**src/rtl/path_sched_ctrl_if.sv**
```systemverilog
// Signal bundle between the path scheduler and its environment: job config,
// epsilon stream, Path_Gen control/data and the terminal-price output stream.
interface path_sched_ctrl_if #(
    parameter int PATH_CNT_W = 16
);
    logic                  job_start;
    logic [PATH_CNT_W-1:0] num_paths;
    logic [11:0]           w_in;
    logic [11:0]           q_in;
    logic [11:0]           s0_in;

    logic [12:0]           eps_data;
    logic                  eps_valid;
    logic                  eps_ready;

    logic                  pg_start;
    logic [11:0]           pg_w;
    logic [11:0]           pg_q;
    logic [11:0]           pg_s0;
    logic [12:0]           pg_eps;
    logic                  pg_valid;
    logic [11:0]           pg_path;

    logic                  st_valid;
    logic                  st_ready;
    logic [11:0]           st_data;
    logic [PATH_CNT_W-1:0] st_idx;

    logic                  busy;
    logic                  done;

    // Controller side
    modport master (
        input  job_start, num_paths, w_in, q_in, s0_in,
        input  eps_data, eps_valid,
        output eps_ready,
        output pg_start, pg_w, pg_q, pg_s0, pg_eps,
        input  pg_valid, pg_path,
        output st_valid, st_data, st_idx,
        input  st_ready,
        output busy, done
    );

    // Environment side
    modport slave (
        output job_start, num_paths, w_in, q_in, s0_in,
        output eps_data, eps_valid,
        input  eps_ready,
        input  pg_start, pg_w, pg_q, pg_s0, pg_eps,
        output pg_valid, pg_path,
        input  st_valid, st_data, st_idx,
        output st_ready,
        input  busy, done
    );
endinterface

```
**src/rtl/path_sched_ctrl.sv**
```systemverilog
// Per-path sequencer for Path_Gen: buffers NUM_DAYS epsilons, launches the
// path, replays the buffer, and streams each terminal price downstream.
module path_sched_ctrl #(
    parameter int NUM_DAYS   = 8,
    parameter int PATH_CNT_W = 16
) (
    input  logic              clk,
    input  logic              rst_n,
    path_sched_ctrl_if.master bus
);
    localparam int DAY_W = (NUM_DAYS > 1) ? $clog2(NUM_DAYS) : 1;
    localparam logic [DAY_W-1:0] LAST_DAY = DAY_W'(NUM_DAYS - 1);

    typedef enum logic [2:0] {
        IDLE   = 3'd0,
        FILL   = 3'd1,
        LAUNCH = 3'd2,
        RUN    = 3'd3,
        OUT    = 3'd4,
        DONE   = 3'd5
    } state_t;

    state_t state, state_nx;

    logic [11:0]           cfg_w;
    logic [11:0]           cfg_q;
    logic [11:0]           cfg_s0;
    logic [PATH_CNT_W-1:0] cfg_np;
    logic [PATH_CNT_W-1:0] path_idx;
    logic [DAY_W-1:0]      fill_cnt;
    logic [DAY_W-1:0]      rd_cnt;
    logic                  rd_active;
    logic [DAY_W-1:0]      vld_cnt;
    logic [11:0]           st_data_q;
    logic                  zero_done;
    logic [12:0]           eps_buf [NUM_DAYS];

    logic accept;
    logic last_pulse;
    logic handshake;
    logic last_path;
    logic job_go;

    always_comb begin
        job_go     = (state == IDLE) && bus.job_start;
        accept     = (state == FILL) && bus.eps_valid;
        last_pulse = (state == RUN) && bus.pg_valid && (vld_cnt == LAST_DAY);
        handshake  = (state == OUT) && bus.st_ready;
        last_path  = (path_idx == cfg_np - 1'b1);
    end

    always_ff @(posedge clk or negedge rst_n) begin
        if (!rst_n) begin
            state <= IDLE;
        end else begin
            state <= state_nx;
        end
    end

    always_comb begin
        state_nx = state;
        unique case (state)
            IDLE:   if (job_go && (bus.num_paths != '0)) state_nx = FILL;
            FILL:   if (accept && (fill_cnt == LAST_DAY)) state_nx = LAUNCH;
            LAUNCH: state_nx = RUN;
            RUN:    if (last_pulse) state_nx = OUT;
            OUT:    if (handshake) state_nx = last_path ? DONE : FILL;
            DONE:   state_nx = IDLE;
            default: state_nx = IDLE;
        endcase
    end

    always_comb begin
        bus.eps_ready = (state == FILL);
        bus.pg_start  = (state == LAUNCH);
        bus.pg_eps    = '0;
        if ((state == RUN) && rd_active) begin
            bus.pg_eps = eps_buf[rd_cnt];
        end
        bus.pg_w     = cfg_w;
        bus.pg_q     = cfg_q;
        bus.pg_s0    = cfg_s0;
        bus.st_valid = (state == OUT);
        bus.st_data  = st_data_q;
        bus.st_idx   = path_idx;
        bus.busy     = (state != IDLE);
        bus.done     = (state == DONE) || zero_done;
    end

    always_ff @(posedge clk or negedge rst_n) begin
        if (!rst_n) begin
            cfg_w     <= '0;
            cfg_q     <= '0;
            cfg_s0    <= '0;
            cfg_np    <= '0;
            zero_done <= 1'b0;
        end else begin
            zero_done <= job_go && (bus.num_paths == '0);
            if (job_go) begin
                cfg_w  <= bus.w_in;
                cfg_q  <= bus.q_in;
                cfg_s0 <= bus.s0_in;
                cfg_np <= bus.num_paths;
            end
        end
    end

    always_ff @(posedge clk or negedge rst_n) begin
        if (!rst_n) begin
            fill_cnt <= '0;
            for (int unsigned i = 0; i < NUM_DAYS; i++) begin
                eps_buf[i] <= '0;
            end
        end else if (accept) begin
            eps_buf[fill_cnt] <= bus.eps_data;
            fill_cnt          <= (fill_cnt == LAST_DAY) ? '0 : fill_cnt + 1'b1;
        end
    end

    always_ff @(posedge clk or negedge rst_n) begin
        if (!rst_n) begin
            path_idx <= '0;
        end else if (job_go) begin
            path_idx <= '0;
        end else if (handshake && !last_path) begin
            path_idx <= path_idx + 1'b1;
        end
    end

    // Replay pointer runs from the cycle after pg_start; pulse counter tracks
    // Path_Gen outputs independently so its latency is not hard-coded here.
    always_ff @(posedge clk or negedge rst_n) begin
        if (!rst_n) begin
            rd_cnt    <= '0;
            rd_active <= 1'b0;
            vld_cnt   <= '0;
            st_data_q <= '0;
        end else begin
            if (state == LAUNCH) begin
                rd_cnt    <= '0;
                rd_active <= 1'b1;
                vld_cnt   <= '0;
            end else if (state == RUN) begin
                if (rd_active) begin
                    rd_cnt    <= (rd_cnt == LAST_DAY) ? '0 : rd_cnt + 1'b1;
                    rd_active <= (rd_cnt != LAST_DAY);
                end
                if (bus.pg_valid) begin
                    vld_cnt <= (vld_cnt == LAST_DAY) ? '0 : vld_cnt + 1'b1;
                end
                if (last_pulse) begin
                    st_data_q <= bus.pg_path;
                end
            end else begin
                rd_active <= 1'b0;
            end
        end
    end
endmodule

```
**src/flat_wrapper.sv**
```systemverilog
// flat-port wrapper written by rule: the top's interface ports become plain ports
module path_sched_ctrl_flat 
#(
    parameter int NUM_DAYS   = 8,
    parameter int PATH_CNT_W = 16
)
  (clk, rst_n, bus_job_start, bus_num_paths, bus_w_in, bus_q_in, bus_s0_in, bus_eps_data, bus_eps_valid, bus_eps_ready, bus_pg_start, bus_pg_w, bus_pg_q, bus_pg_s0, bus_pg_eps, bus_pg_valid, bus_pg_path, bus_st_valid, bus_st_data, bus_st_idx, bus_st_ready, bus_busy, bus_done);
  path_sched_ctrl_if #(.PATH_CNT_W(PATH_CNT_W)) bus_i ();
  input  logic clk;
  input  logic rst_n;
  input wire logic [$bits(bus_i.job_start)-1:0] bus_job_start;
  input wire logic [$bits(bus_i.num_paths)-1:0] bus_num_paths;
  input wire logic [$bits(bus_i.w_in)-1:0] bus_w_in;
  input wire logic [$bits(bus_i.q_in)-1:0] bus_q_in;
  input wire logic [$bits(bus_i.s0_in)-1:0] bus_s0_in;
  input wire logic [$bits(bus_i.eps_data)-1:0] bus_eps_data;
  input wire logic [$bits(bus_i.eps_valid)-1:0] bus_eps_valid;
  output wire logic [$bits(bus_i.eps_ready)-1:0] bus_eps_ready;
  output wire logic [$bits(bus_i.pg_start)-1:0] bus_pg_start;
  output wire logic [$bits(bus_i.pg_w)-1:0] bus_pg_w;
  output wire logic [$bits(bus_i.pg_q)-1:0] bus_pg_q;
  output wire logic [$bits(bus_i.pg_s0)-1:0] bus_pg_s0;
  output wire logic [$bits(bus_i.pg_eps)-1:0] bus_pg_eps;
  input wire logic [$bits(bus_i.pg_valid)-1:0] bus_pg_valid;
  input wire logic [$bits(bus_i.pg_path)-1:0] bus_pg_path;
  output wire logic [$bits(bus_i.st_valid)-1:0] bus_st_valid;
  output wire logic [$bits(bus_i.st_data)-1:0] bus_st_data;
  output wire logic [$bits(bus_i.st_idx)-1:0] bus_st_idx;
  input wire logic [$bits(bus_i.st_ready)-1:0] bus_st_ready;
  output wire logic [$bits(bus_i.busy)-1:0] bus_busy;
  output wire logic [$bits(bus_i.done)-1:0] bus_done;
  assign bus_i.job_start = bus_job_start;
  assign bus_i.num_paths = bus_num_paths;
  assign bus_i.w_in = bus_w_in;
  assign bus_i.q_in = bus_q_in;
  assign bus_i.s0_in = bus_s0_in;
  assign bus_i.eps_data = bus_eps_data;
  assign bus_i.eps_valid = bus_eps_valid;
  assign bus_eps_ready = bus_i.eps_ready;
  assign bus_pg_start = bus_i.pg_start;
  assign bus_pg_w = bus_i.pg_w;
  assign bus_pg_q = bus_i.pg_q;
  assign bus_pg_s0 = bus_i.pg_s0;
  assign bus_pg_eps = bus_i.pg_eps;
  assign bus_i.pg_valid = bus_pg_valid;
  assign bus_i.pg_path = bus_pg_path;
  assign bus_st_valid = bus_i.st_valid;
  assign bus_st_data = bus_i.st_data;
  assign bus_st_idx = bus_i.st_idx;
  assign bus_i.st_ready = bus_st_ready;
  assign bus_busy = bus_i.busy;
  assign bus_done = bus_i.done;
  path_sched_ctrl #(.NUM_DAYS(NUM_DAYS), .PATH_CNT_W(PATH_CNT_W)) u_core (.clk(clk), .rst_n(rst_n), .bus(bus_i));
endmodule
```
**config.mk**
```make
export PLATFORM = sky130hd
export DESIGN_NAME = path_sched_ctrl_flat
export DESIGN_NICKNAME = d
export VERILOG_FILES = /design/src/rtl/path_sched_ctrl_if.sv /design/src/rtl/path_sched_ctrl.sv /design/src/flat_wrapper.sv
export SDC_FILE = /design/constraint.sdc
export NUM_CORES = 1
export LEC_CHECK = 0
export BUFFER_PORTS_ARGS = -buffer_cell sky130_fd_sc_hd__buf_4
export CAP_MARGIN = 0
export CORE_MARGIN = 2
export CORE_UTILIZATION = 40
export DETAILED_ROUTE_END_ITERATION = 6
export PLACE_DENSITY = 0.69
export SYNTH_ARGS = -nofsm -noshare
export SYNTH_HDL_FRONTEND = slang
export SYNTH_SLANG_ARGS = --single-unit
```
**constraint.sdc**
```tcl
create_clock -name clk -period 3.4 [get_ports clk]
set_clock_uncertainty 0.2 [all_clocks]
set_input_delay 0.51 -clock clk [delete_from_list [all_inputs] [get_ports clk]]
set_output_delay 0.51 -clock clk [all_outputs]
set_load 0.02 [all_outputs]
```
* Yosys cells after proc, flatten, opt, wreduce, memory -nomap -nowiden *
Cells that the tools add are included.
Widths: inputs -> output; s select.

operators by class
  add/sub/neg operators = 5
  magnitude comparators = 3
  eq/ne operators = 14
  muxes and demuxes = 27
  bitwise operators = 3
  reduce and logical (&&, ||, !) cells = 25

operator list
  cell                   count
  $bwmux 104             1
  $mux 13                4
  $mux 3                 14
  $bmux 13 s3            1
  $demux 13 s3           1
  $mux 16                2
  $add 16x1->16 const B  1
  $eq 16x16->1           1
  $logic_not 16->1       1
  $reduce_bool 16->1     1
  $sub 16x1->16 const B  1
  $eq 3x3->1 const B     5
  $pmux 3 s5             1
  $logic_and 1x1->1      11
  $add 3x1->3 const B    3
  $ge 4x4->1 const B     2
  $not 3->4              2
  $reduce_bool 2->1      4
  $eq 3x2->1 const B     2
  $ne 2x1->1 const B     3
  $lt 4x1->1 const B     1
  $reduce_and 2->1       2
  $reduce_and 4->1       1
  $eq 3x1->1 const B     1
  other kinds (9)        11

storage, ports and cells
  bits in registers = 198
  input bits = 83
  output and inout bits = 82
  logic and storage cells = 97

* Logic depth before layout (Yosys ltp) *
Gate-level depths: netlist (run 1).

  word-level depth = 6
  mapped depth = 11
  depth with buffers taken out = 9

* Least setup slack after synthesis (run 1) *
Ideal clock, no wire load.

  path kind = reg2reg
  start = register u_core.cfg_np[0]
  end = register u_core.path_idx[5], in the netlist u_core.bus.st_idx[5]
  library setup time = 0.079 ns
  data arrival time = 3.036 ns
  required time = 3.121 ns
  path slack = 0.084 ns
  stages on the path, launching flop included = 12
  path buffers = 2
  period minus slack after synthesis = 3.316 ns
  cells stage by stage = dfrtp_1 -> inv_1 -> ha_1 -> or4b_4 -> or4_4 -> nor4_4 -> a211oi_2 -> or4_1 -> buf_2 -> buf_6 -> nand4_1 -> mux2i_1

on the way
  longest elaborated chain between the ends = 5

RTL lines
  item                                line                    text
  start: declaration                  path_sched_ctrl.sv:28   logic [PATH_CNT_W-1:0] cfg_np;
  start signal: assignment            path_sched_ctrl.sv:103  cfg_np <= bus.num_paths;
  $sub 16x1->16                       path_sched_ctrl.sv:49   last_path = (path_idx == cfg_np - 1'b1);
  $eq 16x16->1                        path_sched_ctrl.sv:49
  $logic_not 1->1                     path_sched_ctrl.sv:125  end else if (handshake && !last_path) begin
  $logic_and 1x1->1                   path_sched_ctrl.sv:125
  $reduce_bool 2->1 (no source line)  n/a
  end signal: assignment              path_sched_ctrl.sv:126  path_idx <= path_idx + 1'b1;
  end: declaration                    path_sched_ctrl.sv:29   logic [PATH_CNT_W-1:0] path_idx;

No other way between the ends.
A chain may end at the register's enable or synchronous reset.

* Worst setup path after layout (run 1) *
  start = register u_core.cfg_np[1]
  end = register u_core.path_idx[1], in the netlist u_core.bus.st_idx[1]

Same word-level chain as after synthesis.

==> results.cfg, run 1 <==
[floorplanning]
start_util = 0.410
ios = 165
core-area_um2 = 22800
die_y_um = 157
num_rows = 55
dieArea_um2 = 24600
die_w_um = 157

[hold_path]
min_path_type = input pin to flop
whs_endpoint = u_core.bus.pg_q[3]$_DFFE_PN0P_
hold_depth = 3
hp-start = bus_q_in[3]

[synth]
syn_nets = 909
synthCells = 818
netlist_area_um2 = 9340
synth_cell_types = 57
ys_async_sr_fraction = 1.00
synthTopCellsByArea = dfrtp_1 (53%), mux2_2 (14%), nand2_1 (8.2%)
synth_ff_type = dfrtp_1
yosys.area.top_type = dfrtp_1
synth_common_cells = nand2_1 (203), dfrtp_1 (198), mux2_2 (118)
ys.warnings.count = 0
synth_edf_count = 0
ys_seq_area_frac = 0.530
syn_avg_cell_area_um2 = 11.4
ys_ff_latch = 198
synth_top_area_frac = 0.530
synth.most_common_cell = nand2_1

[setup_path]
slowest_stage = or4_4
crit_chain = inv_1 > ha_1 > or4b_4 > buf_4 > or4_4 > o311ai_2 > o2bb2ai_1 > or4_4 > buf_6 > and3_1 > a31o_1
critPathBufInv = 3
cp_top_family = simple AND/OR/NAND/NOR gates
timing.rr.end = u_core.bus.st_idx[1]$_DFFE_PN0P_
critPathLaunchType = flop
cp.arrival_ns = 3.44
max_stage_delay_ns = 0.51
r2r_cells = 11
crit_start = u_core.cfg_np[1]$_DFFE_PN0P_
cp_common_cell = or4_4
end_kind = flop
crit_type = flop to flop
reg2reg_slack_ns = 0.09
critical_path_required_ns = 3.53
worst-path-max-fanout = 8
rr_startpoint = u_core.cfg_np[1]$_DFFE_PN0P_

[timing]
setup_viol = 0
worstMarginPinSlew_ns = 0.831
hold_slack_ns = 0.0635
hold_violations = 0
slew_headroom = 0.444
max_freq_mhz = 302
finalCritPeriodShare = 0.974
maxSlewViolCount = 0
final.min_clock_period_ns = 3.31
fin_setup_tns_ns = 0
fin_ws_ns = 0.0899

[clock_tree]
numCtsBuffers = 17
clk_pin_slew_ns = 0.08
cts_sinks = 198
clk_path_buf_depth = 2
cts_tree = yes
htree_levels = 4
clk_latency_ns = 0.43
clock-root-buffer = clkbuf_16

[global_route]
met3_usage = 0.0332
grt_use_met1 = 0.276
grt.overflow.total = 0
grt_pass1_vias = 6842
use_met2 = 0.293
antenna_found_initial = 0
busiest_layer = met2
grt_pass1_wl_um = 36800
grt_max_degree = 94
grt_use_total = 0.192

[pwr]
combPwrFrac = 0.388
pwr-share-seq = 0.402
p_sw_mw = 3.39
ir_worst_vdd_mv = 0.357
powerDensity_nw_per_um2 = 835
p_int_mw = 6.41
clockPowerShare = 0.210
swShare = 0.346
power.total_mw = 9.81
power.leakage_nw = 5.62

[placed_design]
dpl.hpwl_um = 15200
place_area_um2 = 11100
io_buffers = 164
place_congestion = 0.831
dp_slack_ns = 0.0493

[status]
outcome = finished, final reports clean

[detailed_routing]
via_count = 6808
via_per_inst = 5.17
wire_per_inst_um = 17.3
drc = 0
wirelength_um = 22800
first_pass_iters = 4
postRouteAntennaNets = 0
drtIter0Drc = 424

[cells_and_area]
final_area_um2 = 11700
area_growth_pct = 25.6
num_antenna_cells = 0
nNetsFinal = 1081
drive_above_1_share = 0.392

[flow_run]
cap_violations = 0
stage by stage:
step,std cells,utilization
global placement,1281,0.487
floorplan,818,-
detailed placement,1281,0.487
CTS,1314,0.514
finish,1316,0.515
global route,1316,0.515
registers in the layout (all words and copies together), names as in the netlist, 12 cells and up:
signal              cells
u_core.bus.pg_q        12
u_core.bus.pg_s0       12
u_core.bus.pg_w        12
u_core.bus.st_data     12
u_core.bus.st_idx      16
u_core.cfg_np          16
u_core.eps_buf        104
placed cells by master, fill, tap and decap left out, types with 10 or more instances in the layout:
cell type	netlist	final
nand2_1	203	202
dfrtp_1	198	197
buf_4	0	192
mux2_2	118	118
mux4_2	26	26
a21oi_1	21	21
nor2_1	19	19
clkbuf_16	0	17
o21ai_0	16	16
nand3_1	13	13
inv_1	13	13
nand2b_1	12	12
xnor2_1	10	10
nand4_1	10	10
logic make-up (layout without fill, tap and decap cells):
family / after synthesis / after routing / share of synthesized area
compound gates: 67 / 67 / 0.0466
xor+xnor: 16 / 16 / 0.0150
fa+ha+maj: 8 / 8 / 0.0107
buf+inv: 59 / 244 / 0.0249
flops: 198 / 198 / 0.530
mux: 153 / 153 / 0.215
simple gates: 317 / 317 / 0.158
per-layer routing:
metal / part of all wire / wire length, um
met1: 0.46 / 10400
met2: 0.48 / 10900
met3: 0.044 / 995
met4: 0.021 / 469
met5: 0 / 0
worst max-delay path by stage:
stage,endpoint,cells after the start
2_1_floorplan,u_core.bus.st_idx[5]$_DFFE_PN0P_,11
3_3_place_gp,u_core.bus.st_idx[1]$_DFFE_PN0P_,11
3_5_place_dp,u_core.bus.st_idx[1]$_DFFE_PN0P_,11
4_1_cts,u_core.bus.st_idx[1]$_DFFE_PN0P_,11
5_1_grt,u_core.bus.st_idx[1]$_DFFE_PN0P_,11
6_report,u_core.bus.st_idx[1]$_DFFE_PN0P_,11
layout make-up:
class                      instances  area, um2
fill                            1980      11000
sequential                       198       4960
multi-input combinational        561       4200
timing repair buffer             199       1540
clock buffer                      18        439
tap                              313        392
clock inverter                    14        161
inverter                          13       48.8
what timing repair did:
action	4_1_cts	5_1_grt
hold buffers	1	0
endpoints found under the hold margin	46	0
buffers inserted	0	1
setup endpoints to repair	0	9
gates resized for setup	0	5
tightest hold or removal path, stage by stage:
cell	delay [ns]
buf_4	0.07
nand2_1	0.04
nand2_1	0.04
power by group through the flow:
stage	Clock, mW	Combinational [mW]	Sequential [mW]
after floorplan	0	2.33	4.14
after global placement	0	3.73	3.93
after detailed placement	0	3.82	3.98
after CTS	2.11	3.83	3.94
after global routing	2.21	4.18	4.08
final	2.06	3.80	3.94
Power figures use the tool's default switching activity.
==> run 2: changes to the inputs <==
- BUFFER_PORTS_ARGS: -buffer_cell sky130_fd_sc_hd__buf_4 -> unset
- CTS_CLUSTER_SIZE: unset -> 25
- DONT_BUFFER_PORTS: unset -> 1
- PLACE_DENSITY: 0.69 -> 0.62
==> run 2 against run 1 <==
Core utilization is 3.1 points lower. Sequential share of layout area up 2.7 points. Power decreased by 5.4%. The run now ends with negative hold slack left. Sequential cell count did not move. Critical endpoint unchanged.
==> results.cfg, run 2 (same netlist as run 1, synthesis figures left out) <==
[floorplanning]
num_rows = 55
core-area_um2 = 22800
die_y_um = 157
ios = 165
die_w_um = 157
start_util = 0.410
dieArea_um2 = 24600

[timing]
setup_viol = 0
hold_slack_ns = -0.414
fin_ws_ns = 0.0811
finalCritPeriodShare = 0.976
hold_violations = 198
max_freq_mhz = 301
maxSlewViolCount = 0
final.min_clock_period_ns = 3.32
slew_headroom = 0.479
worstMarginPinSlew_ns = 0.781

[setup_path]
cp.arrival_ns = 3.43
slowest_stage = or4_1
crit_chain = or4_1 > or3_1 > a2111oi_0 > o2111ai_1 > or4_4 > buf_6 > and3_1 > a31o_1
max_stage_delay_ns = 0.58
critPathLaunchType = flop
end_kind = flop
critical_path_required_ns = 3.51
worst-path-max-fanout = 7
crit_type = flop to flop

[pwr]
p_int_mw = 6.01
swShare = 0.351
clockPowerShare = 0.211
ir_worst_vdd_mv = 0.443
combPwrFrac = 0.318
power.leakage_nw = 5.06
pwr-share-seq = 0.471
p_sw_mw = 3.26
powerDensity_nw_per_um2 = 840

[detailed_routing]
drtIter0Drc = 384
postRouteAntennaNets = 0
wire_per_inst_um = 18.6
first_pass_iters = 7
via_count = 6508
drc = 0
via_per_inst = 5.37
wirelength_um = 22500

[cells_and_area]
num_antenna_cells = 0
final_cell_mix = nand2_1 (202), dfrtp_1 (197), mux2_2 (118)
final_cells = 1213
layout_commonest_cell = nand2_1
area_growth_pct = 18.1
nNetsFinal = 978
drive_above_1_share = 0.279
largest_register_ffs = 104
largest-register = u_core.eps_buf

[clock_tree]
cts_sinks = 198
numCtsBuffers = 17
cts_tree = yes
htree_levels = 4
clock-root-buffer = clkbuf_16
clk_latency_ns = 0.42
clk_pin_slew_ns = 0.08
clk_path_buf_depth = 2

[global_route]
grt_use_total = 0.184
grt.overflow.total = 0
grt_max_degree = 199
grt_pass1_wl_um = 35000
grt_pass1_vias = 6551
antenna_found_initial = 0

[status]
outcome = finished, violations left
violations = negative hold slack

[placed_design]
place_congestion = 0.779
dp_slack_ns = 0.0343
numPlacedInstances = 1132
io_buffers = 0
dpl.hpwl_um = 13800

[flow_run]
cap_violations = 0

[hold_path]
min_path_type = input pin to async pin
## run 2: cell count changes in the layout (fill, tap and decap cells not counted), moves of 2 or more
cell / delta
dlygate4sd3_1: +44
inv_8: -2
clkinv_4: +2
inv_2: +2
inv_1: -2
buf_4: -146
## run 2: timing repair
item                                    in CTS  in global routing
hold buffers                                44                  1
buffers inserted                             0                  3
endpoints found under the setup margin       0                  8
resized for setup                            0                 10
hold endpoints to repair                   242                199
## run 2: power groups by stage
stage               logic, mW  registers [mW]  clock network (mW)
floorplan                2.33            4.14                   0
detailed placement       2.86            4.38                   0
global placement         2.79            4.36                   0
CTS                      2.90            4.36                2.01
global route             3.23            4.51                2.12
finish                   2.95            4.37                1.96
## run 2: layout make-up
cell class | count | area [um2]
clock buffers | 19 | 453
clock inverters | 13 | 115
fillers | 2019 | 11700
inverters | 13 | 48.8
repair buffers | 96 | 863
flip-flops and latches | 198 | 4960
multi-input cells | 561 | 4210
well taps | 313 | 392
## run 2: path summary, 6_finish.rpt
path | start | to | slack, ns | depth (start not counted)
setup / recovery | u_core.cfg_np[1]$_DFFE_PN0P_ | u_core.bus.st_idx[1]$_DFFE_PN0P_ | 0.08 | 8
hold / removal | rst_n | u_core.eps_buf[47]$_DFFE_PN0P_ | -0.41 | 0
setup reg to reg | u_core.cfg_np[1]$_DFFE_PN0P_ | u_core.bus.st_idx[1]$_DFFE_PN0P_ | 0.08 | 8
hold reg to reg | u_core.eps_buf[64]$_DFFE_PN0P_ | u_core.eps_buf[64]$_DFFE_PN0P_ | 0.30 | 1
max in group asynchronous | rst_n | u_core.rd_cnt[0]$_DFFE_PN0P_ | 2.97 | 0
min in group clk | bus_q_in[11] | u_core.bus.pg_q[11]$_DFFE_PN0P_ | 0.02 | 2
## run 2: metrics by stage
| step | util | setup TNS (ns) | cell area (um2) | total power [mW] | hold WS (ns) |
|---|---|---|---|---|---|
| after global placement | 0.437 | 0 | 9960 | 7.14 | 0.0235 |
| after global routing | 0.485 | -0.0179 | 11000 | 9.86 | -0.446 |
| after CTS | 0.482 | 0 | 11000 | 9.27 | -0.442 |
| after detailed placement | 0.437 | 0 | 9960 | 7.25 | 0.0237 |
| after floorplan | - | 0 | 9340 | 6.46 | 0.0144 |
| final | 0.485 | 0 | 11000 | 9.27 | -0.414 |
## run 2: metal layers
| metal | vias up | part of all wire | global-route usage |
|---|---|---|---|
| met5 | - | 0 | 0 |
| met3 | 29 | 0.063 | 0.0476 |
| met4 | 0 | 0.016 | 0.0577 |
| met1 | 3269 | 0.44 | 0.249 |
| met2 | 204 | 0.48 | 0.292 |
| li1 | 3006 | - | - |
## run 2: worst max-delay path, delay by kind of cell (launching register included)
family | cells | cell delay (ns)
and+or+nand+nor | 4 | 1.59
AOI/OAI and AO/OA | 3 | 0.87
DFF | 1 | 0.40
buffers and inverters | 1 | 0.15
==> run 3: changes to the inputs <==
- PLACE_DENSITY: 0.62 -> 0.66
==> run 3 against run 2 <==
The run still ends with negative hold slack left. Final area is 1.3% higher. Global-route usage is 0.72 points higher. Largest power group unchanged. Clock-buffer cell count is 2 higher. Register-to-register slack worse by 0.05 ns. Routed wire length is 2.4% higher. Critical path depth is 3 higher. Die area stayed put.
==> results.cfg, run 3 (same netlist as run 1, synthesis figures left out) <==
[setup_path]
slowest_stage = or4_4
timing.rr.end = u_core.bus.st_idx[12]$_DFFE_PN0P_
r2r_cells = 11
crit_type = flop to flop
cp_common_cell = buf_4
reg2reg_slack_ns = 0.03
max_stage_delay_ns = 0.49
end_kind = flop
crit_chain = inv_2 > ha_4 > or4b_4 > or4_4 > mux2_4 > a211oi_4 > nor4_4 > buf_4 > buf_4 > or4_1 > nand2_1
critical_path_required_ns = 3.57
critPathLaunchType = flop
cp.arrival_ns = 3.54
worst-path-max-fanout = 8
rr_startpoint = u_core.cfg_np[0]$_DFFE_PN0P_

[clock_tree]
clock-root-buffer = clkbuf_16
cts_sinks = 198
cts_tree = yes
clk_pin_slew_ns = 0.07
numCtsBuffers = 17
clk_latency_ns = 0.43
htree_levels = 4
clk_path_buf_depth = 2

[floorplanning]
die_w_um = 157
num_rows = 55
ios = 165
core-area_um2 = 22800
start_util = 0.410
dieArea_um2 = 24600
die_y_um = 157

[timing]
maxSlewViolCount = 0
finalCritPeriodShare = 0.991
hold_violations = 198
final.min_clock_period_ns = 3.37
fin_setup_tns_ns = 0
max_freq_mhz = 297
worstMarginPinSlew_ns = 0.812
hold_slack_ns = -0.421
setup_viol = 0
slew_headroom = 0.457
rsz0062_at_grt = true

[cells_and_area]
largest-register = u_core.eps_buf
largest_register_ffs = 104
layout_commonest_cell = nand2_1
fillCellCount = 1964
final_cell_mix = nand2_1 (202), dfrtp_1 (197), mux2_2 (117)
final_cells = 1218
area_growth_pct = 19.7
nNetsFinal = 985
drive_above_1_share = 0.278
final_core_util = 0.491
num_antenna_cells = 0

[detailed_routing]
wirelength_um = 23100
via_per_inst = 5.39
via_count = 6567
drtIter0Drc = 434
postRouteAntennaNets = 0
wire_per_inst_um = 18.9
drc = 0
first_pass_iters = 5

[global_route]
grt_use_total = 0.191
grt_pass1_wl_um = 36300
antenna_found_initial = 0
grt_pass1_vias = 6706
grt_max_degree = 199
grt.overflow.total = 0

[placed_design]
place_congestion = 0.817
numPlacedInstances = 1129
dpl.hpwl_um = 14100
io_buffers = 0

[hold_path]
min_path_type = input pin to async pin

[status]
outcome = finished, violations left
violations = negative hold slack

[pwr]
ir_worst_vdd_mv = 0.391
powerDensity_nw_per_um2 = 853
power.leakage_nw = 5.11

[flow_run]
cap_violations = 0
==> run 3: worst max path at each step <==
stage | startpoint | slack (ns) | end | cells past startpoint
floorplan | u_core.cfg_np[0]$_DFFE_PN0P_ | 0.08 | u_core.bus.st_idx[5]$_DFFE_PN0P_ | 11
global placement | u_core.cfg_np[1]$_DFFE_PN0P_ | 0.11 | u_core.bus.st_idx[1]$_DFFE_PN0P_ | 10
detailed placement | u_core.cfg_np[1]$_DFFE_PN0P_ | 0.006 | u_core.bus.st_idx[1]$_DFFE_PN0P_ | 11
CTS | u_core.cfg_np[1]$_DFFE_PN0P_ | 0.006 | u_core.bus.st_idx[1]$_DFFE_PN0P_ | 11
global route | u_core.cfg_np[0]$_DFFE_PN0P_ | -0.03 | u_core.bus.st_idx[12]$_DFFE_PN0P_ | 11
finish | u_core.cfg_np[0]$_DFFE_PN0P_ | 0.03 | u_core.bus.st_idx[12]$_DFFE_PN0P_ | 11
==> run 3: area by class of cell <==
| class | instances | area, um2 | area share |
|---|---|---|---|
| inverter | 13 | 48.8 | 0.00436 |
| multi-input combinational | 561 | 4270 | 0.382 |
| clock buffer | 21 | 460 | 0.0412 |
| sequential | 198 | 4960 | 0.443 |
| tap | 313 | 392 | 0.0350 |
| timing repair buffer | 103 | 918 | 0.0821 |
| clock inverter | 9 | 143 | 0.0128 |
==> run 3: metrics by stage <==
step                      setup WS (ns)  power [mW]  cell area (um2)
after floorplan                  0.0844        6.46             9340
after global placement            0.106        7.12             9920
after detailed placement        0.00559        7.25             9920
after CTS                       0.00571        9.45            11000
after global routing            -0.0280        10.1            11200
final                            0.0308        9.54            11200
==> run 3: metal layers <==
layer  part of all wire  vias up  GRT usage
met5                  0        -          0
met4              0.022        0     0.0677
met3              0.055       39     0.0465
met2               0.48      208      0.300
met1               0.44     3304      0.260
li1                   -     3016          -
==> run 3: critical path, delay by kind of cell (launching register included) <==
family	cells	cell delay, ns
buf+inv	3	0.39
flops	1	0.40
fa+ha+maj	1	0.13
simple gates	5	1.56
compound gates	1	0.28
mux	1	0.34
==> run 3: power by group <==
group | switching, mW | total [mW] | internal (mW)
combinational | 1.39 | 3.10 | 1.72
clock | 0.892 | 2.09 | 1.20
sequential | 0.991 | 4.35 | 3.36
==> run 3: what timing repair did <==
action | in CTS | in global routing
cloned | 0 | 0
setup buffers | 3 | 6
hold buffers | 49 | 1
endpoints found under the setup margin | 1 | 17
endpoints found under the hold margin | 247 | 199
pin swaps | 2 | 3
gates resized for setup | 1 | 20
